--- src/rtl/afe_l2_rdaddrgen.sv ---
// afe_l2_rdaddrgen: circular-buffer read address generator that trails an L2 writer and flags overruns.
module afe_l2_rdaddrgen #(
  parameter int AWIDTH     = 18,
  parameter int TRANS_SIZE = 16
) (
  input  logic                  clk_i,
  input  logic                  rst_i,
  input  logic [AWIDTH-1:0]     cfg_startaddr_i,
  input  logic [TRANS_SIZE-1:0] cfg_size_i,
  input  logic [1:0]            cfg_datasize_i,
  input  logic                  cfg_en_i,
  input  logic                  cfg_clr_i,
  input  logic [TRANS_SIZE-1:0] wr_ptr_i,
  input  logic                  wr_wrap_i,
  output logic                  rd_req_o,
  output logic [AWIDTH-1:0]     rd_addr_o,
  input  logic                  rd_gnt_i,
  output logic [TRANS_SIZE-1:0] rd_ptr_o,
  output logic [TRANS_SIZE:0]   bytes_avail_o,
  output logic                  cfg_en_o,
  output logic                  overflow_o,
  output logic                  event_o
);
  typedef enum logic [1:0] {IDLE, WAIT, REQ, OVF} state_e;
  state_e state_q;
  logic [TRANS_SIZE-1:0] rd_ptr_q, rd_ptr_d, incr;
  logic [TRANS_SIZE:0] sum, avail, avail_post;
  logic rd_ph_q, rd_ph_d, wr_ph_q, wr_ph_d, ovf_q, event_q, gnt, rd_wrap, ovf_det;

  // Equal pointers with differing phases read as a full buffer, not as an overrun.
  function automatic logic [TRANS_SIZE:0] avail_f(input logic [TRANS_SIZE-1:0] rp, wp, sz, input logic same);
    return same ? {1'b0, wp} - {1'b0, rp} : {1'b0, sz} - {1'b0, rp} + {1'b0, wp};
  endfunction

  always_comb begin
    incr = cfg_datasize_i == 2'b00 ? TRANS_SIZE'(1) : cfg_datasize_i == 2'b01 ? TRANS_SIZE'(2) : TRANS_SIZE'(4);
    gnt = state_q == REQ && rd_gnt_i;
    sum = {1'b0, rd_ptr_q} + {1'b0, incr};
    rd_wrap = gnt && sum >= {1'b0, cfg_size_i};
    rd_ptr_d = rd_wrap ? '0 : gnt ? sum[TRANS_SIZE-1:0] : rd_ptr_q;
    rd_ph_d = rd_ph_q ^ rd_wrap;
    wr_ph_d = wr_ph_q ^ wr_wrap_i;
    avail = avail_f(rd_ptr_q, wr_ptr_i, cfg_size_i, rd_ph_q == wr_ph_q);
    avail_post = avail_f(rd_ptr_d, wr_ptr_i, cfg_size_i, rd_ph_d == wr_ph_d);
    ovf_det = (state_q == WAIT || state_q == REQ) && rd_ph_q != wr_ph_q && wr_ptr_i > rd_ptr_q;
  end

  always_ff @(posedge clk_i) begin
    if (rst_i || cfg_clr_i) begin
      state_q  <= IDLE;
      rd_ptr_q <= '0;
      rd_ph_q  <= 1'b0;
      wr_ph_q  <= 1'b0;
      ovf_q    <= 1'b0;
      event_q  <= 1'b0;
    end else if (state_q == IDLE) begin
      state_q <= cfg_en_i ? WAIT : IDLE;
      event_q <= 1'b0;
    end else begin
      rd_ptr_q <= rd_ptr_d;
      rd_ph_q  <= rd_ph_d;
      wr_ph_q  <= wr_ph_d;
      event_q  <= rd_wrap;
      ovf_q    <= ovf_q | ovf_det;
      state_q  <= ovf_det ? OVF :
                  state_q == WAIT ? (avail >= {1'b0, incr} ? REQ : WAIT) :
                  (gnt && avail_post < {1'b0, incr}) ? WAIT : state_q;
    end
  end

  assign rd_req_o      = state_q == REQ;
  assign cfg_en_o      = state_q == WAIT || state_q == REQ;
  assign rd_addr_o     = cfg_startaddr_i + AWIDTH'(rd_ptr_q);
  assign rd_ptr_o      = rd_ptr_q;
  assign bytes_avail_o = avail;
  assign overflow_o    = ovf_q;
  assign event_o       = event_q;
endmodule

--- config.mk ---
export PLATFORM = sky130hd
export DESIGN_NAME = afe_l2_rdaddrgen
export DESIGN_NICKNAME = d
export VERILOG_FILES = /design/src/rtl/afe_l2_rdaddrgen.sv
export SDC_FILE = /design/constraint.sdc
export NUM_CORES = 1
export LEC_CHECK = 0
export CORE_MARGIN = 2
export CORE_UTILIZATION = 51
export CTS_CLUSTER_DIAMETER = 150
export DETAILED_ROUTE_END_ITERATION = 6
export GPL_ROUTABILITY_DRIVEN = 0
export GPL_TIMING_DRIVEN = 0
export PLACE_DENSITY = 0.75
export RECOVER_POWER = 100
export SYNTH_ARGS = -nofsm -noshare
export SYNTH_HDL_FRONTEND = slang
export SYNTH_SLANG_ARGS = --single-unit
--- constraint.sdc ---
create_clock -name clk_i -period 6.9 [get_ports clk_i]
set_input_delay 1.38 -clock clk_i [delete_from_list [all_inputs] [get_ports clk_i]]
set_output_delay 1.38 -clock clk_i [all_outputs]
set_load 0.05 [all_outputs]
==> reports/qor.yml <==
outcome:
  status: "finished with violations"
  violations: "setup timing"
finish:
  drive_gt1_share_pct: 12.0
  fin_nets: 1334
  area_growth_pct: 30.1
  antennaDiodeCount: 0
critical_path:
  worst-path-stages: 33
  critical_path.max_stage_delay_ns: 0.51
  end_kind: "flip-flop"
  path_delay_family: "compound AO/OA/AOI/OAI gates"
  worst_r2r_path_depth: 32
  startpoint_type: "input port"
  path_max_fanout: 8
  worst-path-buf-inv: 5
  slowest_stage: "fa_1"
  critPathArrivalTime_ns: 7.60
  critPathKind: "in -> reg"
  required_ns: 7.02
detailed_routing:
  wl_um: 23500
  via_count: 7787
  drc_errors: 0
  final_antenna_net_count: 0
  vias_per_cell: 5.94
  drtIter0Drc: 750
  wl_per_cell_um: 17.9
  firstDrtPassIters: 5
pwr:
  ir_worst_vdd_mv: 0.101
  power.total_mw: 1.11
  leakage_nw: 4.06
  pwr_density_cell_nw_per_um2: 119
floorplan:
  die_height_um: 123
  die-area_um2: 15100
  die_x_um: 123
  design.core.area_um2: 13800
  io_pins: 113
  initial_core_util_pct: 52.0
  num_rows: 43
synthesis:
  synth_edf_count: 0
  synth_area_per_cell_um2: 7.30
  ys_warn_count: 0
  async_reset_ff_share_pct: 0
  yosysSeqAreaShare_pct: 6.13
  synth_cell_types: 73
  synth_fp_nets: 1185
  syn_inst: 985
  synth-seq-cells: 22
  ys.flop_type: "dfxtp_1"
  synthesis.area_um2: 7190
cts:
  cts_tree: "done"
  clkTransAtPathRegs_ns: 0.06
  cts.htree.levels: 1
  cts_max_path_buffers: 2
  cts_num_sinks: 22
  numCtsBuffers: 3
  clockRootBuffer: "clkbuf_16"
  insertion_delay_ns: 0.26
global_routing:
  grt_pass1_wl_um: 36300
  grt_max_degree: 12
  first_global_vias: 7414
  grt_use_total_pct: 30.8
  antenna_found_initial: 0
  overflow: 0
sta:
  rsz0062_at_grt: "yes"
  final.setup.tns_ns: -1.14
  tightest_slew_ns: 1.00
  skew_ns: 0.00292
  hold_viol: 0
  drv_slew: 0
  finalCriticalPeriod_ns: 7.48
  relSlewSlack_pct: 32.6
  worst_slack_ns: -0.581
  finalCritPeriodShare_pct: 108
  setup_viol: 2
  max_freq_mhz: 134
worst_hold_path:
  hold_class: "reg -> reg"
  holdPathStages: 2
placed_design:
  place_hpwl_um: 18500
  io_buffers: 112
run:
  max-cap-violations: 0
where the power goes:
part | total, mW | switching [mW] | leakage, nW | internal (mW)
registers | 0.136 | 0.00609 | 0.178 | 0.130
logic | 0.849 | 0.504 | 3.84 | 0.345
clock network | 0.130 | 0.0529 | 0.0370 | 0.0769
registers in the layout, summed over array words and instances (netlist names):
signal      count
overflow_o      1
wr_ph_q         1
rd_ph_q         1
state_q         2
event_o         1
rd_ptr_o       16
cell families after synthesis:
group	share of synthesized area [%]
AOI/OAI and AO/OA	26.8
and+or+nand+nor	19.4
buffers and inverters	9.63
adders and majority gates	28.5
xor gates and xnor gates	6.70
DFF	6.13
muxes	2.84
timing repair:
action / in CTS / in global routing
resized for setup: 75 / 49
endpoints found under the setup margin: 6 / 10
buffers inserted: 27 / 7
pin swaps: 34 / 30
hold buffers: 0 / 0
cell usage in the layout, fill, tap and decap left out, drive strengths merged, types with 5 or more instances in the layout:
cell type	synthesis	layout
a2111oi	6	6
a211o	9	9
a211oi	27	27
a21boi	11	11
a21o	18	18
a21oi	62	62
a31oi	7	7
buf	4	41
clkbuf	15	19
clkdlybuf4s50	0	90
dfxtp	22	22
dlygate4sd3	0	13
fa	35	35
ha	107	107
inv	164	164
mux2i	17	17
nand2	53	53
nand2b	9	9
nand3	21	21
nand4	11	11
nor2	87	87
nor2b	16	16
nor3	27	27
nor3b	5	5
nor4	11	11
o211ai	11	11
o21a	16	16
o21ai	63	63
o22ai	7	7
o31ai	10	10
or2	5	5
or3	10	10
xnor2	44	44
xor2	11	11
worst min-delay path: stages (launching register included):
cell and delay, ns:
dfxtp_1 0.34, a21oi_1 0.04, nor2_1 0.08
per-layer routing:
layer  track usage [%]  share of wire [%]
met1              41.2                 43
met2              53.1                 46
met3              1.77                7.6
met4              9.63                3.0
met5                 0                  0
path summary, 6_finish.rpt:
| path | from | to | slack [ns] |
|---|---|---|---|
| worst max-delay path | cfg_datasize_i[1] | state_q[1] | -0.58 |
| worst min-delay path | overflow_o | overflow_o | 0.50 |
| worst max register to register | rd_ptr_o[1] | state_q[1] | 0.02 |
| worst min register to register | overflow_o | overflow_o | 0.50 |
stage by stage:
stage	hold WS (ns)	setup WS (ns)	instance area, µm²	std cells	util, %
floorplan	0.491	0.0229	7250	985	-
global placement	0.451	-2.02	8600	1277	62.2
detailed placement	0.491	-2.08	8600	1277	62.2
CTS	0.508	-0.668	9140	1305	66.1
global route	0.572	-0.749	9350	1312	67.6
finish	0.501	-0.581	9350	1312	67.6
synthesized netlist by cell type, types with 16 or more instances:
| cell type | count | area share [%] |
|---|---|---|
| a211oi_1 | 26 | 2.7 |
| a21o_1 | 18 | 1.9 |
| a21oi_1 | 62 | 4.3 |
| dfxtp_1 | 22 | 6.1 |
| fa_1 | 35 | 9.7 |
| ha_1 | 107 | 19 |
| inv_1 | 163 | 8.5 |
| mux2i_1 | 17 | 2.4 |
| nand2_1 | 53 | 2.8 |
| nand3_1 | 21 | 1.5 |
| nor2_1 | 87 | 4.5 |
| nor3_1 | 26 | 1.8 |
| o21a_1 | 16 | 1.7 |
| o21ai_0 | 57 | 4.0 |
| xnor2_1 | 44 | 5.4 |
layout make-up:
cell class,count,area (µm²)
clock buffer,3,75.1
fill,1172,4480
sequential,22,440
multi-input combinational,780,6520
inverter,164,618
buffer,17,80.1
timing repair buffer,146,1390
tap,180,225
Note: power is estimated with default switching activity, not from simulation.
